### src/rtl/lcd_timing_if.sv
`default_nettype none
// ============================================================================
// Module      : lcd_timing_if
// Description : Control/status bundle between the LCDC/STAT register file,
//               the whizgraphics renderer and the LCD timing controller.
//               "master" is the register-file/renderer side; "slave" is the
//               timing controller.
// Revision    : 1.0 - initial release
// ============================================================================
interface lcd_timing_if;
    logic       lcd_enable;
    logic [7:0] lyc;
    logic [3:0] stat_en;
    logic       renderComplete;
    logic       drawline;
    logic [7:0] ly;
    logic [1:0] mode;
    logic       lyc_match;
    logic       vblank_irq;
    logic       stat_irq;
    logic       overrun;

    modport master (
        output lcd_enable, lyc, stat_en, renderComplete,
        input  drawline, ly, mode, lyc_match, vblank_irq, stat_irq, overrun
    );

    modport slave (
        input  lcd_enable, lyc, stat_en, renderComplete,
        output drawline, ly, mode, lyc_match, vblank_irq, stat_irq, overrun
    );
endinterface
`default_nettype wire

### src/rtl/lcd_timing_ctrl.sv
`default_nettype none
// ============================================================================
// Module      : lcd_timing_ctrl
// Description : Game Boy LCD dot/line scheduler. Counts dots and lines,
//               walks the PPU mode sequence, hands one line at a time to the
//               renderer (drawline / renderComplete) and raises LY=LYC,
//               VBlank and STAT requests. All outputs are registered.
//               Optional feature macro: LCD_STAT_IRQ_EN builds the STAT
//               interrupt line and its edge detector; otherwise stat_irq = 0.
// Revision    : 1.0 - initial release
// ============================================================================
module lcd_timing_ctrl #(
    parameter int DOTS_PER_LINE = 456,
    parameter int TOTAL_LINES   = 154,
    parameter int VISIBLE_LINES = 144,
    parameter int OAM_DOTS      = 80,
    parameter int MIN_XFER_DOTS = 172
) (
    input  wire logic      clk,
    input  wire logic      reset,
    lcd_timing_if.slave    bus
);

    // Comparison points, pre-sized to the counters they are compared with.
    localparam logic [8:0] c_DOT_LAST     = 9'(DOTS_PER_LINE - 1);
    localparam logic [8:0] c_OAM_LAST     = 9'(OAM_DOTS - 1);
    localparam logic [8:0] c_XFER_MIN_END = 9'(OAM_DOTS + MIN_XFER_DOTS - 1);
    localparam logic [7:0] c_LY_VBLANK    = 8'(VISIBLE_LINES);
    localparam logic [7:0] c_LY_LAST      = 8'(TOTAL_LINES - 1);

    typedef enum logic [1:0] {
        MODE_HBLANK = 2'd0,
        MODE_VBLANK = 2'd1,
        MODE_OAM    = 2'd2,
        MODE_XFER   = 2'd3
    } mode_t;

    // Registered state
    logic [8:0] r_dot;
    logic [7:0] r_ly;
    mode_t      r_mode;
    logic       r_done;
    logic       r_active;
    logic       r_overrun;
    logic       r_drawline;
    logic       r_vblank_irq;
    logic       r_lyc_match;

    // Next-state values
    logic [8:0] w_dot_nxt;
    logic [7:0] w_ly_nxt;
    mode_t      w_mode_nxt;
    logic       w_done_nxt;
    logic       w_active_nxt;
    logic       w_overrun_nxt;
    logic       w_drawline_nxt;
    logic       w_vblank_nxt;

    logic [7:0] w_ly_inc;
    logic       w_rc;

    assign w_ly_inc = r_ly + 8'd1;
    // The renderer is only listened to while a transfer is in progress.
    assign w_rc     = (r_mode == MODE_XFER) && bus.renderComplete;

    // State register; reset and disable both return to the idle state.
    always_ff @(posedge clk) begin
        if (reset) begin
            r_dot        <= 9'd0;
            r_ly         <= 8'd0;
            r_mode       <= MODE_HBLANK;
            r_done       <= 1'b0;
            r_active     <= 1'b0;
            r_overrun    <= 1'b0;
            r_drawline   <= 1'b0;
            r_vblank_irq <= 1'b0;
            r_lyc_match  <= 1'b0;
        end else begin
            r_dot        <= w_dot_nxt;
            r_ly         <= w_ly_nxt;
            r_mode       <= w_mode_nxt;
            r_done       <= w_done_nxt;
            r_active     <= w_active_nxt;
            r_overrun    <= w_overrun_nxt;
            r_drawline   <= w_drawline_nxt;
            r_vblank_irq <= w_vblank_nxt;
            r_lyc_match  <= (r_ly == bus.lyc);
        end
    end

    // Dot/line counting, mode sequencing and the drawline/VBlank pulses.
    always_comb begin
        w_dot_nxt      = r_dot;
        w_ly_nxt       = r_ly;
        w_mode_nxt     = r_mode;
        w_done_nxt     = r_done;
        w_active_nxt   = r_active;
        w_overrun_nxt  = r_overrun;
        w_drawline_nxt = 1'b0;
        w_vblank_nxt   = 1'b0;

        if (!bus.lcd_enable) begin
            // Disabled: hold idle, drop any line in progress.
            w_dot_nxt     = 9'd0;
            w_ly_nxt      = 8'd0;
            w_mode_nxt    = MODE_HBLANK;
            w_done_nxt    = 1'b0;
            w_active_nxt  = 1'b0;
            w_overrun_nxt = 1'b0;
        end else if (!r_active) begin
            // First enabled cycle: start line 0 in OAM scan.
            w_active_nxt = 1'b1;
            w_dot_nxt    = 9'd0;
            w_ly_nxt     = 8'd0;
            w_mode_nxt   = MODE_OAM;
            w_done_nxt   = 1'b0;
        end else begin
            if (w_rc) begin
                w_done_nxt = 1'b1;
            end

            if (r_dot == c_DOT_LAST) begin
                // Line wrap: a transfer still running here missed its deadline.
                w_dot_nxt = 9'd0;
                if (r_mode == MODE_XFER) begin
                    w_overrun_nxt = 1'b1;
                end
                if (r_ly == c_LY_LAST) begin
                    w_ly_nxt   = 8'd0;
                    w_mode_nxt = MODE_OAM;
                end else begin
                    w_ly_nxt = w_ly_inc;
                    if (w_ly_inc == c_LY_VBLANK) begin
                        w_mode_nxt   = MODE_VBLANK;
                        w_vblank_nxt = 1'b1;
                    end else if (w_ly_inc < c_LY_VBLANK) begin
                        w_mode_nxt = MODE_OAM;
                    end
                end
            end else begin
                w_dot_nxt = r_dot + 9'd1;
                case (r_mode)
                    MODE_OAM: begin
                        if (r_dot == c_OAM_LAST) begin
                            w_mode_nxt     = MODE_XFER;
                            w_drawline_nxt = 1'b1;
                            w_done_nxt     = 1'b0;
                        end
                    end
                    MODE_XFER: begin
                        // Leave transfer once the renderer is done and the
                        // minimum transfer length has elapsed.
                        if ((r_done || w_rc) && (r_dot >= c_XFER_MIN_END)) begin
                            w_mode_nxt = MODE_HBLANK;
                        end
                    end
                    default: begin
                        w_mode_nxt = r_mode;
                    end
                endcase
            end
        end
    end

    assign bus.drawline   = r_drawline;
    assign bus.ly         = r_ly;
    assign bus.mode       = r_mode;
    assign bus.lyc_match  = r_lyc_match;
    assign bus.vblank_irq = r_vblank_irq;
    assign bus.overrun    = r_overrun;

`ifdef LCD_STAT_IRQ_EN
    logic w_stat_line;
    logic r_stat_prev;
    logic r_stat_irq;

    // Combined STAT request level from the enabled sources.
    always_comb begin
        w_stat_line = (bus.stat_en[0] && (r_mode == MODE_HBLANK)) ||
                      (bus.stat_en[1] && (r_mode == MODE_VBLANK)) ||
                      (bus.stat_en[2] && (r_mode == MODE_OAM))    ||
                      (bus.stat_en[3] && r_lyc_match);
    end

    // Rising-edge detector: one pulse per low-to-high transition of the line.
    always_ff @(posedge clk) begin
        if (reset || !bus.lcd_enable || !r_active) begin
            r_stat_prev <= 1'b0;
            r_stat_irq  <= 1'b0;
        end else begin
            r_stat_prev <= w_stat_line;
            r_stat_irq  <= w_stat_line && !r_stat_prev;
        end
    end

    assign bus.stat_irq = r_stat_irq;
`else
    logic w_unused_stat_en;
    assign w_unused_stat_en = ^bus.stat_en;
    assign bus.stat_irq     = 1'b0;
`endif

endmodule
`default_nettype wire

### src/flat_wrapper.sv
// flat-port wrapper written by rule: the top's interface ports become plain ports
module lcd_timing_ctrl_flat 
#(
    parameter int DOTS_PER_LINE = 456,
    parameter int TOTAL_LINES   = 154,
    parameter int VISIBLE_LINES = 144,
    parameter int OAM_DOTS      = 80,
    parameter int MIN_XFER_DOTS = 172
)
  (clk, reset, bus_lcd_enable, bus_lyc, bus_stat_en, bus_renderComplete, bus_drawline, bus_ly, bus_mode, bus_lyc_match, bus_vblank_irq, bus_stat_irq, bus_overrun);
  lcd_timing_if bus_i ();
  input  wire logic clk;
  input  wire logic reset;
  input wire logic [$bits(bus_i.lcd_enable)-1:0] bus_lcd_enable;
  input wire logic [$bits(bus_i.lyc)-1:0] bus_lyc;
  input wire logic [$bits(bus_i.stat_en)-1:0] bus_stat_en;
  input wire logic [$bits(bus_i.renderComplete)-1:0] bus_renderComplete;
  output wire logic [$bits(bus_i.drawline)-1:0] bus_drawline;
  output wire logic [$bits(bus_i.ly)-1:0] bus_ly;
  output wire logic [$bits(bus_i.mode)-1:0] bus_mode;
  output wire logic [$bits(bus_i.lyc_match)-1:0] bus_lyc_match;
  output wire logic [$bits(bus_i.vblank_irq)-1:0] bus_vblank_irq;
  output wire logic [$bits(bus_i.stat_irq)-1:0] bus_stat_irq;
  output wire logic [$bits(bus_i.overrun)-1:0] bus_overrun;
  assign bus_i.lcd_enable = bus_lcd_enable;
  assign bus_i.lyc = bus_lyc;
  assign bus_i.stat_en = bus_stat_en;
  assign bus_i.renderComplete = bus_renderComplete;
  assign bus_drawline = bus_i.drawline;
  assign bus_ly = bus_i.ly;
  assign bus_mode = bus_i.mode;
  assign bus_lyc_match = bus_i.lyc_match;
  assign bus_vblank_irq = bus_i.vblank_irq;
  assign bus_stat_irq = bus_i.stat_irq;
  assign bus_overrun = bus_i.overrun;
  lcd_timing_ctrl #(.DOTS_PER_LINE(DOTS_PER_LINE), .TOTAL_LINES(TOTAL_LINES), .VISIBLE_LINES(VISIBLE_LINES), .OAM_DOTS(OAM_DOTS), .MIN_XFER_DOTS(MIN_XFER_DOTS)) u_core (.clk(clk), .reset(reset), .bus(bus_i));
endmodule
### config.mk
export PLATFORM = sky130hd
export DESIGN_NAME = lcd_timing_ctrl_flat
export DESIGN_NICKNAME = d
export VERILOG_FILES = /design/src/rtl/lcd_timing_if.sv /design/src/rtl/lcd_timing_ctrl.sv /design/src/flat_wrapper.sv
export SDC_FILE = /design/constraint.sdc
export NUM_CORES = 1
export LEC_CHECK = 0
export BUFFER_PORTS_ARGS = -buffer_cell sky130_fd_sc_hd__buf_2
export CAP_MARGIN = 20
export CORE_MARGIN = 2
export CORE_UTILIZATION = 53
export DETAILED_ROUTE_END_ITERATION = 10
export PLACE_DENSITY = 0.78
export SLEW_MARGIN = 10
export SYNTH_ARGS = -nofsm -noshare
export SYNTH_HDL_FRONTEND = slang
export SYNTH_SLANG_ARGS = --single-unit
export TNS_END_PERCENT = 1
### constraint.sdc
create_clock -name clk -period 2.15 [get_ports clk]
set_input_delay 0.215 -clock clk [delete_from_list [all_inputs] [get_ports clk]]
set_output_delay 0.215 -clock clk [all_outputs]
set_load 0.01 [all_outputs]
Word level (Yosys, flattened, before mapping)

Cells that the tools add are included.

Register bits: 25
Output and inout port bits: 15

$add $sub $neg: 2
$lt $le $gt $ge: 2
Equality and inequality tests: 14
Multiplexer cells: 16
Bitwise gates (word level): 4
Reduce and logical (&&, ||, !) cells: 12

Operators by type and width:

| operator              | number |
|---|---|
| $eq A8 B8 Y1 const B  | 2 |
| $ne A4 B4 Y1 const B  | 4 |
| $mux W2               | 7 |
| $reduce_or A5 Y1      | 2 |
| $add A9 B1 Y9 const B | 1 |
| $eq A9 B7 Y1 const B  | 1 |
| $eq A9 B9 Y1 const B  | 1 |
| $ge A9 B8 Y1 const B  | 1 |
| $add A8 B1 Y8 const B | 1 |
| $eq A8 B8 Y1          | 1 |
| $lt A8 B8 Y1 const B  | 1 |
| $mux W8               | 1 |
| $reduce_and A4 Y1     | 2 |
| $mux W1               | 7 |
| $ne A5 B5 Y1 const B  | 1 |
| $eq A2 B2 Y1 const B  | 2 |
| $not A1 Y1            | 4 |
| $pmux W2 S2           | 1 |
| $reduce_or A4 Y1      | 1 |
| $ne A3 B1 Y1 const B  | 1 |
| $ne A3 B2 Y1 const B  | 1 |
| $reduce_and A3 Y1     | 1 |
| $reduce_bool A3 Y1    | 1 |
| $reduce_or A3 Y1      | 1 |
| other kinds (3)       | 4 |

Longest topological paths before layout

Gate-level depths: netlist of the first run.

Word-level depth: 8
Gate-level depth with buffers: 9
Mapped depth without buffers: 8

Worst setup path after synthesis of the first run

No wires, ideal clock.

Path kind: reg-to-reg
Start: reg u_core.r_ly[5] (netlist: u_core.bus.ly[5])
End: reg u_core.r_ly[5] (netlist: u_core.bus.ly[5])
Setup time: 0.122 ns
Arrival: 1.575 ns
Data required time: 2.028 ns
Slack: 0.453 ns
Cell stages (with the launch flop): 9
Clock period less this slack: 1.697 ns
Cell sequence: dfxtp_1 > buf_6 > or3b_1 > o211ai_2 > or2_1 > buf_6 > a31oi_1 > o21ai_1 > o41ai_1

Word-level cells in the longest chain between the ends: 2
Elaborated cells on any way between the ends: 3
Classes of those cells: add/sub (1); eq/ne (1); mux (1)

RTL lines:

| element                                              | line                                          | text |
|---|---|---|
| from (decl)                                          | lcd_timing_ctrl.sv:40                         | `logic [7:0] r_ly;` |
| from (signal assigned)                               | lcd_timing_ctrl.sv:80                         | `r_ly <= w_ly_nxt;` |
| $add A8 B1 Y8 / $eq A8 B8 Y1 (equally long branches) | lcd_timing_ctrl.sv:62, lcd_timing_ctrl.sv:128 |  |
| $mux W8 (*)                                          | lcd_timing_ctrl.sv:128                        | `if (r_ly == c_LY_LAST) begin` |

Mark *: on every way between the ends. The rest lies on a longest branch, timed or not.
A chain may end at the register's enable or synchronous reset.

Worst setup path in the final report of the first run

Start: reg u_core.r_ly[5] (netlist: u_core.bus.ly[5])
End: reg u_core.r_ly[6] (netlist: u_core.bus.ly[6])

The elaborated chain is that of the path after synthesis.

==> summary.txt, run 1 <==
Run status
  • Outcome: completed

Timing
  • Min Tclk post-route: 1.88 ns
  • Setup Viol. Count Final: 0
  • Final Max Slew Viols: 0
  • Fin. Hold Viols: 0
  • Fmax achieved: between 500 and 600 MHz
  • Layout Skew: around 0.0093 ns
  • Final worst-path cycle share: between 80 and 90%
  • RSZ-0062 raised after global routing: no
  • Fin Setup TNS: 0 ns

Critical path
  • Slowest stage delay, CP: between 0.4 and 0.5 ns
  • Critical Path RT: 2.37 ns
  • Startpoint Class: flop
  • Crit path max-delay family: simple AND/OR/NAND/NOR gates
  • Critical path type: reg2reg
  • CP arrival: approximately 2.1 ns
  • Max stage delay cell, worst path: or3b_1
  • Buf/Inv on CP: 0
  • Worst-path cell chain: or3b_1 > o211ai_2 > or2_1 > nor2b_1 > o21ai_0 > o31ai_1
  • Crit Path Max Fanout: 11
  • Worst Setup End Kind: flop

GRT
  • Vias in the first global route: between 1,000 and 1,500
  • Initial antenna violation count: 0
  • GRT Resource Usage Total: 21.8%
  • Largest net degree at the start of global routing: 16
  • Total gr overflow: 0
  • First-pass GRT wire length: around 4.7 mm

Drt
  • Final ANT Viol Nets: 0
  • Drt first pass iters: 4
  • Drt drc: 0
  • Total Wirelength: 3.00 mm
  • Vias: roughly 1,300
  • Starting DRC count in detailed routing: 26
  • Vias/cell: just under 6
  • Avg WL per Cell: 14.1 um

Synth
  • FF+latch count, synth: 25
  • Yosys warnings: 0
  • Area leader, netlist: dfxtp_1
  • Ranking of synthesized cells by area: dfxtp_1 (36%), xnor2_1 (8.3%), nor2_1 (5.2%)
  • Cells after Synth: approximately 160
  • Synth Cell Area: about 0.0014 mm^2
  • Synth top area share: between 30 and 40%
  • Seq/Total Area, Yosys: 36.5%
  • Syn nets: ~180
  • Syn Area/Cell: just under 9 um^2
  • Number of flops mapped to enable cells by yosys: 0
  • Post-synth cell types: 45
  • Prevailing post-synth register cell: dfxtp_1
  • Async S/R FF share, synth: 0%

Cells and area
  • # diodes: 0
  • Register Area: around 500 um^2
  • Final net count: between 200 and 250
  • Filler Cell Count: between 200 and 250
  • Area grow syn2layout: 12.5%
  • Layout cell share with drive strength beyond 1: between 20% and 30%
  • Multi-input gate area: around 800 um^2

Floorplanning
  • Top-Level Pins: 31
  • Core area: between 0.002 and 0.0025 mm^2
  • Die Ht: between 50 and 60 um
  • Die X: about 55 um
  • Std-Cell Rows: 18
  • Die ar.: ~0.0030 mm^2
  • Initial core utilization: 55.9%

Clocking
  • Post-CTS Hold Buffers: 0
  • # resized after CTS: 0
  • CTS Buf Count: 3
  • Worst-path clk slew: 0.15 ns
  • # H-tree levels: 1
  • CTS Sinks: 25
  • Max clock buf depth: 2
  • Postcts setup bufs: 0
  • Root Buffer: clkbuf_4
  • CTS tree: built
  • Worst skew pair latency: 0.33 ns

Power and ir drop
  • Cell area power density: about 460 mW/mm^2
  • VDD IR-drop max: 0.407 mV
  • LEAKAGE: ~0.62 nW
  • Overall Power: 0.717 mW

Hold path
  • Worst Hold Class: in2reg

Place
  • Final HPWL DP: 2.25 mm
  • Port-buffer cells: 25
  • Routability cong.: around 0.86

Flow run
  • Number of max-cap violations: 0
report_power, final:
part / total [mW] / internal [mW] / switching [mW]
Combinational: 0.0294 / 0.0149 / 0.0145
Sequential: 0.469 / 0.466 / 0.00274
Clock: 0.219 / 0.0712 / 0.148
Total: 0.717 / 0.552 / 0.165
synth_stat cells (2+ instances only):
master and n:
inv_1 2, ha_1 3, xor2_1 4, nor4_1 2, buf_4 3, o31ai_1 2, o2111ai_1 2, nand3_1 5
a31oi_1 4, and2_1 4, o22ai_1 2, and4_1 2, nor3_1 2, mux2i_1 3, nand2_1 10, buf_6 3
dfxtp_1 25, nand4_1 4, o21ai_0 7, nand2b_1 4, xnor2_1 13, and3_1 5, nor2_1 19, a21oi_1 5
worst reg2reg max path: stages (launching register included):
cell      delay [ns]
dfxtp_1         0.38
or3b_1          0.44
o211ai_2        0.28
or2_1           0.36
nor2b_1         0.08
o21ai_0         0.15
o31ai_1         0.09
placed cells by master (no fill, tap or decap), drive strengths merged, types with 2 or more instances in the layout:
cell type / n
and2: 4
and3: 6
nand2b: 4
a31oi: 4
dfxtp: 25
o2111ai: 2
o22ai: 2
a21oi: 5
o211ai: 2
nor2: 19
buf: 31
nor4: 2
xor2: 4
nor4b: 2
and4: 2
nand4: 4
xnor2: 13
mux2i: 3
nor3: 2
inv: 2
ha: 3
o31ai: 2
o21ai: 8
clkbuf: 3
nand3: 5
nand2: 10
kinds of logic after synthesis:
kind of cell    Yosys count  share of synthesized area, %
simple gates             65                          26.3
compound gates           32                          15.8
flops                    25                          36.5
xor+xnor                 17                          10.8
buf+inv                  10                          5.38
fa+ha+maj                 3                          2.74
mux                       3                          2.19
other cells               1                         0.273
cell type report:
| type | count | area share, % |
|---|---|---|
| repair buffers | 31 | 11.0 |
| inverters | 2 | 0.486 |
| well taps | 30 | 2.43 |
| clock inverters | 1 | 0.486 |
| clock buffers | 3 | 1.46 |
| flip-flops and latches | 25 | 32.4 |
| multi-input cells | 121 | 51.7 |
worst paths after layout:
check / start / end / slack (ns) / cells after the start
setup / recovery: u_core.bus.ly[5]$_SDFFE_PP0N_ / u_core.bus.ly[6]$_SDFFE_PP0N_ / 0.27 / 6
hold / removal: reset / u_core.bus.lyc_match$_SDFF_PP0_ / 0.05 / 2
setup reg to reg: u_core.bus.ly[5]$_SDFFE_PP0N_ / u_core.bus.ly[6]$_SDFFE_PP0N_ / 0.27 / 6
hold reg to reg: u_core.r_dot[0]$_SDFF_PP0_ / u_core.r_dot[0]$_SDFF_PP0_ / 0.49 / 1
per-stage QoR:
step | std cells | utilization, % | setup slack (ns) | cell area [um^2] | hold WS (ns)
final | 213 | 62.9 | 0.273 | 1540 | 0.0479
after global routing | 213 | 62.9 | 0.0859 | 1540 | 0.0435
after CTS | 213 | 62.9 | 0.285 | 1540 | 0.0506
after detailed placement | 209 | 61.7 | 0.306 | 1510 | 0.417
after global placement | 209 | 61.7 | 0.364 | 1510 | 0.397
after floorplan | 156 | - | 0.453 | 1370 | 0.291
routing by layer:
layer | vias to the layer above | GRT usage, % | part of all wire [%]
met4 | 0 | 11.4 | 2.2
met3 | 6 | 3.49 | 5.5
met2 | 49 | 37.1 | 47
met5 | - | 0 | 0
li1 | 614 | - | -
met1 | 584 | 26.4 | 45
flip-flops by register name, summed over array words and instances, names as in the netlist:
name                   flops
u_core.r_dot               9
u_core.bus.ly              8
u_core.bus.mode            2
u_core.bus.drawline        1
u_core.bus.lyc_match       1
u_core.bus.overrun         1
u_core.bus.vblank_irq      1
u_core.r_active            1
u_core.r_done              1
Power figures use the tool's default switching activity.
==> run 2, diff against run 1 <==
--- a/config.mk
+++ b/config.mk
@@ -7,10 +7,12 @@
 export LEC_CHECK = 0
 export BUFFER_PORTS_ARGS = -buffer_cell sky130_fd_sc_hd__buf_2
 export CAP_MARGIN = 20
+export CELL_PAD_IN_SITES_DETAIL_PLACEMENT = 2
+export CELL_PAD_IN_SITES_GLOBAL_PLACEMENT = 2
 export CORE_MARGIN = 2
-export CORE_UTILIZATION = 53
+export CORE_UTILIZATION = 34
 export DETAILED_ROUTE_END_ITERATION = 10
-export PLACE_DENSITY = 0.78
+export PLACE_DENSITY_LB_ADDON = 0.1
 export SLEW_MARGIN = 10
 export SYNTH_ARGS = -nofsm -noshare
 export SYNTH_HDL_FRONTEND = slang
==> constraint.sdc (replaced) <==
create_clock -name clk -period 2.4 [get_ports clk]
set_input_delay 0.24 -clock clk [delete_from_list [all_inputs] [get_ports clk]]
set_output_delay 0.24 -clock clk [all_outputs]
set_load 0.01 [all_outputs]
==> summary.txt, run 2 (synthesis results as in run 1) <==
GRT
  • Initial antenna violation count: 0 (unchanged)
  • First-pass GRT wire length: 6.56 mm (+38%)
  • GRT Resource Usage Total: 19.2% (-2.7 points)
  • Vias in the first global route: 1,315 (+19%)
  • Total gr overflow: 0 (unchanged)
  • Largest net degree at the start of global routing: 16 (unchanged)

Critical path
  • WP depth: 7 (+1)
  • Crit. Startpoint: u_core.bus.ly[0]$_SDFFE_PP0N_
  • Crit path max-delay family: flip-flops
  • Critical path type: reg2reg
  • Startpoint Class: flop
  • Slowest stage delay, CP: 0.60 ns (+0.16 ns)
  • CP arrival: 2.24 ns (+0.15 ns)
  • Buf/Inv on CP: 0 (unchanged)
  • Critical Path RT: 2.55 ns (+0.18 ns)
  • Worst Setup End Kind: flop
  • Max stage delay cell, worst path: dfxtp_1
  • Reg2Reg Setup Slack: 0.31 ns (+0.04 ns)
  • RR Startpoint: u_core.bus.ly[0]$_SDFFE_PP0N_
  • Crit path to: u_core.bus.ly[6]$_SDFFE_PP0N_
  • R2r endpoint: u_core.bus.ly[6]$_SDFFE_PP0N_
  • Worst-path cell chain: ha_1 > nand4b_1 > o211ai_2 > or2_1 > nor2b_1 > o21ai_0 > o31ai_1
  • Cell count of the worst reg-to-reg path: 7 (+1)
  • Crit Path Max Fanout: 11 (unchanged)

Timing
  • RSZ-0062 raised after global routing: no
  • Min Tclk post-route: 2.09 ns (+0.210 ns)
  • Least-Margin Pin Slew: 0.499 ns
  • Setup Viol. Count Final: 0 (unchanged)
  • Worst slew margin: around two thirds
  • Final worst-path cycle share: 87.0% (-0.34 points)
  • Fin Setup TNS: 0 ns (unchanged)
  • Final Max Slew Viols: 0 (unchanged)
  • Final worst slack: 0.313 ns (+0.0400 ns)
  • Fmax achieved: 479 MHz (-10%)
  • Fin. Hold Viols: 0 (unchanged)
  • Layout Skew: 0.00171 ns (-0.00761 ns)

Run status
  • Outcome: completed

Clocking
  • Post-CTS Hold Buffers: 0 (unchanged)
  • CTS Buf Count: 3 (unchanged)
  • Postcts setup bufs: 0 (unchanged)
  • Max clock buf depth: 2 (unchanged)
  • # H-tree levels: 1 (unchanged)
  • Worst skew pair latency: 0.27 ns (-0.06 ns)
  • CTS Sinks: 25 (unchanged)
  • Worst-path clk slew: 0.09 ns (-0.06 ns)
  • CTS tree: built
  • Root Buffer: clkbuf_8
  • # resized after CTS: 0 (unchanged)

Hold path
  • WHS Path Cells: 2 (unchanged)
  • Worst Hold Class: in2reg

Cells and area
  • Max reg flops: 9 (unchanged)
  • Layout cell share with drive strength beyond 1: 19.9% (-0.88 points)
  • Biggest register: u_core.r_dot
  • Area grow syn2layout: 14.6%
  • Commonest non-fill, non-tap cells in the layout: buf_2 (25), dfxtp_1 (25), nor2_1 (19)
  • # diodes: 0 (unchanged)
  • Final net count: 201 (-0.99%)

Power and ir drop
  • VDD IR-drop max: 0.255 mV (-37%)
  • Seq pwr share: 58.8% (-6.5 points)
  • Cell area power density: 453 mW/mm^2 (-2.4%)
  • Switching power: 0.164 mW (-0.78%)
  • LEAKAGE: 0.619 nW (-0.90%)
  • Clock share of power: 37.2% (+6.6 points)
  • Int Pwr: 0.549 mW (-0.54%)
  • Comb power frac: 4.1% (about the same)
  • Sw Ratio: 23.0% (-0.044 points)

Floorplanning
  • Top-Level Pins: 31 (unchanged)
  • Core area: 0.00394 mm^2 (+61%)
  • Std-Cell Rows: 23 (+5)
  • Die ar.: 0.00456 mm^2 (+51%)
  • Die Ht: 67.5 um (+23%)
  • Initial core utilization: 34.8% (-21 points)
  • Die X: 67.5 um (+23%)

Drt
  • Drt drc: 0 (unchanged)
  • Total Wirelength: 3.95 mm (+32%)
  • Vias: 1,264 (+0.88%)
  • Drt first pass iters: 4 (unchanged)
  • Avg WL per Cell: 17.1 um (+21%)
  • Starting DRC count in detailed routing: 36 (+38%)
  • Final ANT Viol Nets: 0 (unchanged)
  • Vias/cell: 5.47 (-7.0%)

Place
  • Port-buffer cells: 25 (unchanged)
  • Routability cong.: 0.725 (-16%)
  • Final HPWL DP: 3.06 mm (+36%)
  • Worst slack at placement: 0.325 ns (+0.0194 ns)

Flow run
  • Number of max-cap violations: 0 (unchanged)
[run 2: cell types whose count changed in the layout (fill, tap and decap cells not counted), sizes merged]
cell | before | now
buf | 31 | 29
[run 2: cell type report]
class | count | area, um^2
Fill cell | 439 | 2370
Multi-Input combinational cell | 121 | 798
Sequential cell | 25 | 500
Timing Repair Buffer | 29 | 155
Tap cell | 50 | 62.6
Clock buffer | 3 | 41.3
Clock inverter | 1 | 7.51
Inverter | 2 | 7.51
[run 2: stage by stage]
stage	hold WS (ns)	power, mW	std cells	area, um^2	util (%)
5_1_grt	0.140	0.749	231	1570	39.9
4_1_cts	0.139	0.729	231	1570	39.9
2_1_floorplan	0.316	0.442	156	1370	-
3_3_place_gp	0.426	0.456	227	1520	38.7
3_5_place_dp	0.442	0.458	227	1520	38.7
6_report	0.140	0.713	231	1570	39.9
[run 2: how the worst min path moves through the flow]
stage,from,to,slack (ns)
finish,reset,u_core.bus.lyc_match$_SDFF_PP0_,0.14
global route,reset,u_core.bus.lyc_match$_SDFF_PP0_,0.14
CTS,reset,u_core.bus.lyc_match$_SDFF_PP0_,0.14
detailed placement,reset,u_core.bus.lyc_match$_SDFF_PP0_,0.44
global placement,reset,u_core.bus.lyc_match$_SDFF_PP0_,0.43
floorplan,reset,u_core.bus.lyc_match$_SDFF_PP0_,0.32
[run 2: worst register-to-register path, stage by stage, from the launching register on]
cell and delay (ns):
dfxtp_1 0.60, ha_1 0.23, nand4b_1 0.13, o211ai_2 0.28
or2_1 0.39, nor2b_1 0.08, o21ai_0 0.16, o31ai_1 0.09
[run 2: metal layers]
| metal | wire (um) | global-route usage [%] | vias to the layer above | part of all wire [%] |
|---|---|---|---|---|
| met5 | 0 | 0 | - | 0 |
| met4 | 29 | 4.59 | 0 | 0.73 |
| met3 | 128 | 3.17 | 4 | 3.2 |
| met2 | 1930 | 32.5 | 22 | 49 |
| met1 | 1860 | 25.3 | 633 | 47 |
| li1 | - | - | 605 | - |
[run 2: power by group through the flow]
stage / logic (mW) / registers (mW) / clock network [mW]
5_1_grt: 0.0323 / 0.420 / 0.296
4_1_cts: 0.0296 / 0.419 / 0.280
3_3_place_gp: 0.0273 / 0.429 / 0
2_1_floorplan: 0.0133 / 0.429 / 0
3_5_place_dp: 0.0293 / 0.429 / 0
6_report: 0.0290 / 0.419 / 0.265
